==> config.mk <==
export PLATFORM = sky130hd
export DESIGN_NAME = micro_sequencer
export DESIGN_NICKNAME = d
export VERILOG_FILES = /design/src/rtl/micro_sequencer.sv
export SDC_FILE = /design/constraint.sdc
export NUM_CORES = 1
export LEC_CHECK = 0
export CAP_MARGIN = 20
export CORE_MARGIN = 2
export CORE_UTILIZATION = 51
export CTS_CLUSTER_DIAMETER = 60
export DETAILED_ROUTE_END_ITERATION = 10
export GPL_TIMING_DRIVEN = 1
export PLACE_DENSITY = 0.81
export SLEW_MARGIN = 20
export SYNTH_ARGS = -nofsm -noshare
export SYNTH_HDL_FRONTEND = slang
export SYNTH_SLANG_ARGS = --single-unit
==> constraint.sdc <==
create_clock -name clk -period 2.15 [get_ports clk]
set_clock_uncertainty 0.05 [all_clocks]
set_input_delay 0.43 -clock clk [delete_from_list [all_inputs] [get_ports clk]]
set_output_delay 0.43 -clock clk [all_outputs]
set_load 0.02 [all_outputs]
==> src/rtl/micro_sequencer.sv <==
// micro_sequencer: registered microprogram sequencer.
// Holds the micro-PC and picks the next microaddress from the microword
// next-address field, opcode dispatch, a LIFO return stack, or upc+1.
// Optional loop counter (modes 4/5) is built when MSEQ_LOOP_EN is defined;
// otherwise modes 4-7 all behave as SEQ.
module micro_sequencer #(
   parameter int AW           = 5,
   parameter int FETCH_ADDR   = 0,
   parameter int JMPNZ_Y_ADDR = 9,
   parameter int JMPNZ_N_ADDR = 11,
   parameter int DEPTH        = 4
) (
   input  logic                       clk,
   input  logic                       reset,
   input  logic                       en,
   input  logic [2:0]                 mode,
   input  logic [AW-1:0]              na,
   input  logic [AW-1:0]              ir,
   input  logic                       z,
   output logic [AW-1:0]              upc,
   output logic [$clog2(DEPTH+1)-1:0] depth,
   output logic                       err
);

   localparam int DW = $clog2(DEPTH + 1);
   localparam int IW = (DEPTH > 1) ? $clog2(DEPTH) : 1;

   localparam logic [AW-1:0] FETCH     = AW'(FETCH_ADDR);
   localparam logic [AW-1:0] JMPNZ_Y   = AW'(JMPNZ_Y_ADDR);
   localparam logic [AW-1:0] JMPNZ_N   = AW'(JMPNZ_N_ADDR);
   localparam logic [DW-1:0] DEPTH_MAX = DW'(DEPTH);

   typedef enum logic [2:0] {
      M_SEQ      = 3'd0,
      M_DISPATCH = 3'd1,
      M_CALL     = 3'd2,
      M_RET      = 3'd3,
      M_LDCNT    = 3'd4,
      M_LOOP     = 3'd5,
      M_RSV6     = 3'd6,
      M_RSV7     = 3'd7
   } mode_e;

   logic [AW-1:0] upc_q, upc_d;
   logic [DW-1:0] depth_q, depth_d;
   logic          err_q, err_d;
   logic [AW-1:0] stack_q [DEPTH];
   logic [AW-1:0] stack_d [DEPTH];
   logic [AW-1:0] upc_inc;
   logic [IW-1:0] push_idx;
   logic [IW-1:0] pop_idx;
`ifdef MSEQ_LOOP_EN
   logic [AW-1:0] cnt_q, cnt_d;
`endif

   // Push goes to the slot just above the top; pop reads the top slot.
   // Both indices are only used when the occupancy makes them in range.
   always_comb begin
      upc_inc  = upc_q + AW'(1);
      push_idx = IW'(depth_q);
      pop_idx  = IW'(depth_q - DW'(1));
   end

   // Next-address selection and stack/error bookkeeping; stall holds all.
   always_comb begin
      upc_d   = upc_q;
      depth_d = depth_q;
      err_d   = err_q;
      stack_d = stack_q;
`ifdef MSEQ_LOOP_EN
      cnt_d   = cnt_q;
`endif
      if (en) begin
         case (mode_e'(mode))
            M_SEQ: upc_d = na;
            M_DISPATCH: begin
               // JMPNZ with zero set falls through to the not-taken path
               if (ir == JMPNZ_Y && z) upc_d = JMPNZ_N;
               else                    upc_d = ir;
            end
            M_CALL: begin
               // Overflowing call still jumps; only the return address is lost
               upc_d = na;
               if (depth_q == DEPTH_MAX) begin
                  err_d = 1'b1;
               end else begin
                  stack_d[push_idx] = upc_inc;
                  depth_d           = depth_q + DW'(1);
               end
            end
            M_RET: begin
               // Underflow recovers to instruction fetch
               if (depth_q == '0) begin
                  err_d = 1'b1;
                  upc_d = FETCH;
               end else begin
                  upc_d   = stack_q[pop_idx];
                  depth_d = depth_q - DW'(1);
               end
            end
`ifdef MSEQ_LOOP_EN
            M_LDCNT: begin
               cnt_d = na;
               upc_d = upc_inc;
            end
            M_LOOP: begin
               if (cnt_q != '0) begin
                  cnt_d = cnt_q - AW'(1);
                  upc_d = na;
               end else begin
                  upc_d = upc_inc;
               end
            end
`endif
            default: upc_d = na;
         endcase
      end
   end

   // State register with synchronous reset; stack contents need no reset.
   always_ff @(posedge clk) begin
      if (reset) begin
         upc_q   <= FETCH;
         depth_q <= '0;
         err_q   <= 1'b0;
`ifdef MSEQ_LOOP_EN
         cnt_q   <= '0;
`endif
      end else begin
         upc_q   <= upc_d;
         depth_q <= depth_d;
         err_q   <= err_d;
`ifdef MSEQ_LOOP_EN
         cnt_q   <= cnt_d;
`endif
      end
      stack_q <= stack_d;
   end

   assign upc   = upc_q;
   assign depth = depth_q;
   assign err   = err_q;

endmodule

; After elaboration in Yosys (flattened, before gate mapping)
; Index checks and enable logic that the tools add are counted.
; W data, S select, Z words.
[classes]
n_addsub = 3
n_lt_le_gt_ge = 3
n_eq_ne = 9
mux = 15
n_bitwise = 3
n_reduce_logical = 7
[ops]
columns = op, count
row1 = $mux W5, 5
row2 = $bwmux W20, 1
row3 = $bmux W5 S2, 1
row4 = $demux W5 S2, 1
row5 = $pmux W5 S2, 1
row6 = $ne A2 B2 Y1 const B, 4
row7 = $reduce_and A4 Y1, 2
row8 = $eq A3 B2 Y1 const B, 2
row9 = $ge A3 B3 Y1 const B, 2
row10 = $mux W3, 2
row11 = $not A2 Y3, 2
row12 = $pmux W3 S2, 1
row13 = $add A5 B1 Y5 const B, 1
row14 = $eq A5 B4 Y1 const B, 1
row15 = $add A3 B1 Y3 const B, 1
row16 = $eq A3 B1 Y1 const B, 1
row17 = $eq A3 B3 Y1 const B, 1
row18 = $logic_not A3 Y1, 1
row19 = $lt A3 B1 Y1 const B, 1
row20 = $reduce_and A3 Y1, 1
row21 = $sub A3 B1 Y3 const B, 1
row22 = $logic_and A1 B1 Y1, 2
row23 = $mux W1, 2
row24 = $pmux W1 S2, 1
row25 = 2 further kinds, 2
[word_totals]
ff_bits = 29
inputBits = 17
output_inout_bits = 9

; Logic depth before layout (Yosys ltp)
[logic_depth]
word_depth = 7
mapped_depth = 7
ltp_nobuf = 6

; Worst setup path before layout
; OpenSTA, ideal clock, no wires.
[synth_path]
kind = reg-to-reg
start = reg depth_q[0], in the netlist depth[0]
end = reg upc_q[1], in the netlist upc[1]
setup_ns = 0.133
arrival_time_ns = 1.806
path_slack_ns = 0.161
path_stages_with_launch = 8
n_path_buf = 2
path_cell_list = dfxtp_1 > buf_4 > inv_1 > ha_1 > clkbuf_1 > mux4_2 > a21oi_1 > o32ai_1
[synth_via]
elab_chain_len = 7
word_cells_on_any_way = 8
classes_between = 1 x add/sub / 5 x mux / 1 x bitwise / 1 x reduce/logical
[synth_lines]
columns = element, line
row1 = from (decl), 45  ; logic [DW-1:0] depth_q, depth_d;
row2 = from (signal assigned), 131  ; depth_q <= depth_d;
row3 = $sub A3 B1 Y3, -
row4 = named net pop_idx[0], 51  ; logic [IW-1:0] pop_idx;
row5 = $not A2 Y3 (implied by the code), 97  ; upc_d = stack_q[pop_idx];
row6 = $bmux W5 S2, 97
row7 = $mux W5 (implied by the code) (2 in series), 97
row8 = $mux W5, 93  ; if (depth_q == '0) begin
row9 = $pmux W5 S2, 74  ; case (mode_e'(mode))
row10 = to (signal assigned), 130  ; upc_q <= upc_d;
row11 = to (decl), 44  ; logic [AW-1:0] upc_q, upc_d;
; The timed path passes the listed nets, and every way through them passes these cells. The select of a mux whose other input is x is not followed.
; A chain may end at the register's enable or synchronous reset.

; Final worst setup path
[layout_path]
start = reg depth_q[0], in the netlist depth[0]
end = out depth[0]
[layout_rtl]
columns = element, line
row1 = to (decl), 21  ; output logic [$clog2(DEPTH+1)-1:0] depth,
; No word-level cell between the ends.

==> results.yml <==
pwr:
  p_leak_nw: 0.642
  switching_share_pct: 24.7
  seq_power_share_pct: 57.5
  finalPower_mw: 1.08
  p_comb_share_pct: 15.1
  power.density_mw_per_mm2: 610
  clock_power_share_pct: 27.4
  peakVddDrop_mv: 0.413
  switchingPower_mw: 0.268
  power.internal_mw: 0.816
synthesis:
  synth-edff-count: 20
  synth_area_leaders: "edfxtp_1, dfxtp_1, mux4_2, ha_1, a21oi_1"
  syn_avg_cell_area_um2: 12.9
  yosysSeqAreaShare_pct: 55.2
  yosysWarnings: 0
  async_reset_ff_share_pct: 0
  ys_ff_latch: 29
  synth_top_cells_by_count: "edfxtp_1, a21oi_1, dfxtp_1, nor2_1"
  yosysMostFrequentCell: "edfxtp_1"
  synth_area_mm2: 0.00141
  yosysTopAreaCell: "edfxtp_1"
  synthCells: 110
  synth_top_area_share_pct: 42.5
  syn_nets: 133
  synth_cell_types: 30
  synthFlopType: "edfxtp_1"
finish:
  layout-drive-gt1-share_pct: 16.0
  syn2layout_area_growth_pct: 25.8
  num_antenna_cells: 0
  multi_input_area_um2: 592
  nets: 167
  nFillCells: 208
  seqCellArea_um2: 781
  post-route-util_pct: 66.2
timing:
  fmax_ghz: 0.509
  timing_hold_violations_final: 0
  final.setup.tns_ps: 0
  whs_ps: 431
  rsz0062_at_grt: "false"
  slew_viol_final: 0
  fin_crit_ps: 1960
  max_slew_margin_pct: 71.7
  tightest_slew_ps: 423
  fin_crit_sh_pct: 91.3
  setup_violations: 0
floorplan:
  die-height_um: 56.7
  ios: 26
  die_area_mm2: 0.00321
  die_w_um: 56.7
  initial_core_util_pct: 52.6
  rows: 19
  core_area_mm2: 0.00269
global_route:
  grt-ovfl-total: 0
  antenna_found_initial: 0
  grt_max_degree: 12
  grt_usage_pct: 19.6
  grt_pass1_wl_um: 4480
  grt_pass1_vias: 956
place:
  dp_hpwl_um: 2270
  gp_congestion: 0.877
  io_buffers: 25
drt:
  drtIter0Drc: 22
  firstDrtPassIters: 4
  vias: 988
  vias_per_cell: 5.65
  wl_um: 2830
  ant_nets: 0
  drc: 0
  wire_per_inst_um: 16.2
critical_path:
  r2r-start: "depth[1]"
  cp-startpoint: "depth[0]"
  cp-end-kind: "primary output"
  cp-start-kind: "flip-flop"
  cp.arrival_ps: 1480
  critPathRequiredTime_ps: 1670
  critPathMaxFanout: 9
  worst-setup-path-type: "reg2out"
clocking:
  clockBufferDepth: 2
  cts_setup_buffers: 0
  clk_latency_ps: 330
  cts_buffers: 5
  clk_pin_slew_ps: 80
  cts_tree: "done"
  cts-resized-gates: 0
  cts_hold_buf: 0
  htreeDepth: 2
  clkSinkCount: 29
  root_buffer: "clkbuf_4"
hold_path:
  hp-start: "err"
  hp-class: "reg2reg"
run_status:
  status: "complete, no violations"
run:
  cap_violations: 0
path summary, 6_finish.rpt:
path / endpoint / slack [ps] / depth (start not counted)
worst max-delay path: depth[0] / 190 / 2
worst min-delay path: err / 430 / 2
worst max register to register: stack_q[2] / 350 / 5
worst min register to register: err / 430 / 2
placed cells by master (no fill, tap or decap), drive strengths merged, types with 4 or more instances in the layout:
master         Yosys  final
mux4               5      5
nor2               8      8
and2               4      4
ha                 6      6
nor4bb             4      4
edfxtp            20     20
a21oi             10     10
dfxtp              9      9
inv                6      6
clkbuf             3      5
buf                1      6
clkdlybuf4s50      0     25
nand2              5      5
cell type report:
cell class                 instances  share of cell area [%]
clock buffer                       5                    2.11
clock inverter                     2                   0.633
inverter                           6                    1.27
multi-input combinational         71                    33.3
sequential                        29                    43.9
tap                               31                    2.18
timing repair buffer              31                    16.6
through the flow:
step | worst slack (ps) | cell area (µm²) | instances
after CTS | 169 | 1780 | 175
after floorplan | 161 | 1410 | 110
after global routing | 119 | 1780 | 175
after global placement | 154 | 1730 | 168
final | 186 | 1780 | 175
after detailed placement | 116 | 1730 | 168
routing by layer:
layer  global-route usage (%)  share of wire [%]  vias up
met5                        0                  0        -
met4                     11.2                3.7        0
met3                     5.53                5.3       10
met2                     29.2                 48       29
met1                     25.5                 44      477
li1                         -                  -      472
cell families (layout without fill, tap and decap cells):
family | count (synthesis) | after routing | share of synthesized area [%]
and+or+nand+nor | 32 | 32 | 13.7
DFF | 29 | 29 | 55.2
AOI/OAI and AO/OA | 19 | 19 | 8.85
buffers and inverters | 10 | 44 | 2.92
muxes | 8 | 8 | 10.3
adders and majority gates | 6 | 6 | 5.31
xor gates and xnor gates | 6 | 6 | 3.72
flip-flops by register name, indices dropped and copies added (netlist names):
register  count
upc           5
depth         3
stack_q      20
err           1
worst max-delay path, cell delays in order (launching register included):
cell	delay [ps]
dfxtp_1	340
buf_4	200
clkdlybuf4s50_1	630
power by group through the flow:
| stage | Combinational [mW] | Clock [mW] | Sequential, mW |
|---|---|---|---|
| 3_3_place_gp | 0.162 | 0 | 0.636 |
| 5_1_grt | 0.177 | 0.322 | 0.625 |
| 3_5_place_dp | 0.164 | 0 | 0.636 |
| 2_1_floorplan | 0.0758 | 0 | 0.645 |
| 4_1_cts | 0.165 | 0.303 | 0.623 |
| 6_report | 0.164 | 0.297 | 0.623 |
No activity file was read; power rests on OpenSTA's default activity.
==> RTL change (config.mk and constraints unchanged) <==
`AW`: 5 -> 3.
--- a/src/rtl/micro_sequencer.sv
+++ b/src/rtl/micro_sequencer.sv
@@ -4,7 +4,7 @@
 // Optional loop counter (modes 4/5) is built when MSEQ_LOOP_EN is defined;
 // otherwise modes 4-7 all behave as SEQ.
 module micro_sequencer #(
-   parameter int AW           = 5,
+   parameter int AW           = 3,
    parameter int FETCH_ADDR   = 0,
    parameter int JMPNZ_Y_ADDR = 9,
    parameter int JMPNZ_N_ADDR = 11,
Ports: changed (resized ir, na and upc); port bits go from 26 to 20. The function was not compared with the original's and may differ.
==> RTL change against the original RTL <==
Synthesized area down 31%. Worst setup slack improved by 0.014 ns. Via count is 30% lower. Final cell count decreased by 25%. Power down 35%. Non-clock buffer count down 6. Maximum frequency is 0.70% higher. Critical endpoint is now stack_q[0]. Sequential cell count fell by 10. Cell area shrank 29%. Wire length down 28%. Synthesized cell count down 28%. Worst hold slack improved by 0.0038 ns.
==> RTL change: results (changes against the original RTL) <==
[clock_network]
clkLatencyLatePin_ns = 0.29  ; -0.04 ns
h-tree-depth = 1  ; -1
clkSlewWorstSetupHoldPaths_ns = 0.11  ; +0.03 ns
cts_max_path_buffers = 2  ; unchanged
numCtsBuffers = 3  ; -2

[place]
port_buffers = 19  ; -24%
gp_congestion = 0.7553  ; -14%
placed_cell_area_mm2 = 0.001227  ; -29%
dp_cells = 127  ; -24%
place_ws_ns = 0.005945  ; -0.1098 ns
dp_hpwl_um = 1645  ; -27%

[finish]
drive_gt1_frac = 0.1509  ; -0.008779
diodes = 0  ; unchanged
largest_reg_flops = 12  ; -40%
fill_cells = 138  ; -34%

[sta]
fin_ws_ns = 0.2001  ; +0.01368 ns
finalHoldViolCount = 0  ; unchanged
whs_ns = 0.4349  ; +0.003834 ns

[critical_path]
crit_family = compound AO/OA/AOI/OAI gates
slowest_stage = a2111oi_2
cp-startpoint = depth[1]
slowest_delay_ns = 0.52  ; -0.11 ns
end_kind = flop
cp.arrival_ns = 1.89  ; +0.41 ns
worstRegToRegCells = 4  ; -1

[run_status]
status = finished, final reports clean

[route]
via_per_inst = 5.267  ; -6.7%
wl_per_cell_um = 15.47  ; -4.4%
wl_met3_um = 35  ; -77%
wl_met1_um = 910  ; -26%
drtIter0Drc = 9  ; -59%
wl_met2_um = 1075  ; -20%
vias = 690  ; -30%

[yosys]
synth_area_leaders = edfxtp_1, dfxtp_1, ha_1, mux4_2, xor2_1
synth_fp_nets = 98  ; -26%
yosysSeqAreaShare = 0.5161  ; -0.03608
synth_common_cells = edfxtp_1, dfxtp_1, ha_1, nor2_1
synth-edff-count = 12  ; -40%
synth.avg_cell_area_um2 = 12.27  ; -4.5%

[power_and_ir_drop]
p_leak_nw = 0.4499  ; -30%
finalPower_uw = 701.0  ; -35%
switching_power_uw = 166.9  ; -38%
ir_worst_vdd_mv = 0.3641  ; -12%
seqPwrFrac = 0.577  ; +0.002

[worst_hold_path]
hp-class = flop to flop

[global_route]
grt_pass1_wl_um = 3174  ; -29%
grt_max_degree = 11  ; -1
grt.total_usage = 0.2194  ; +0.02374
grt_pass1_vias = 703  ; -26%
met2_usage = 0.3649  ; +0.07251
use_met1 = 0.2850  ; +0.03038
use_met3 = 0.04528  ; -0.01002

==> RTL change: cell type report <==
cell class	instances	area (um^2)	area share
tap	25	31.28	0.02495
clock buffer	4	26.28	0.02096
sequential	19	500.5	0.3992
inverter	5	18.77	0.01497
multi-input combinational	53	441.7	0.3523
timing repair buffer	25	235.2	0.1876
==> RTL change: logic make-up (layout without fill, tap and decap cells) <==
logic type / count (synthesis) / count (layout) / synth area share
fa+ha+maj: 6 / 6 / 0.07742
simple gates: 23 / 23 / 0.1342
xor+xnor: 4 / 4 / 0.03614
flops: 19 / 19 / 0.5161
mux: 4 / 4 / 0.08128
buf+inv: 7 / 34 / 0.02838
compound gates: 16 / 16 / 0.1265
==> RTL change: worst min-delay path, delay by kind of cell (launching register included) <==
family | cells | cell delay, ns
DFF | 1 | 0.34
AOI/OAI and AO/OA | 1 | 0.04
and+or+nand+nor | 1 | 0.07
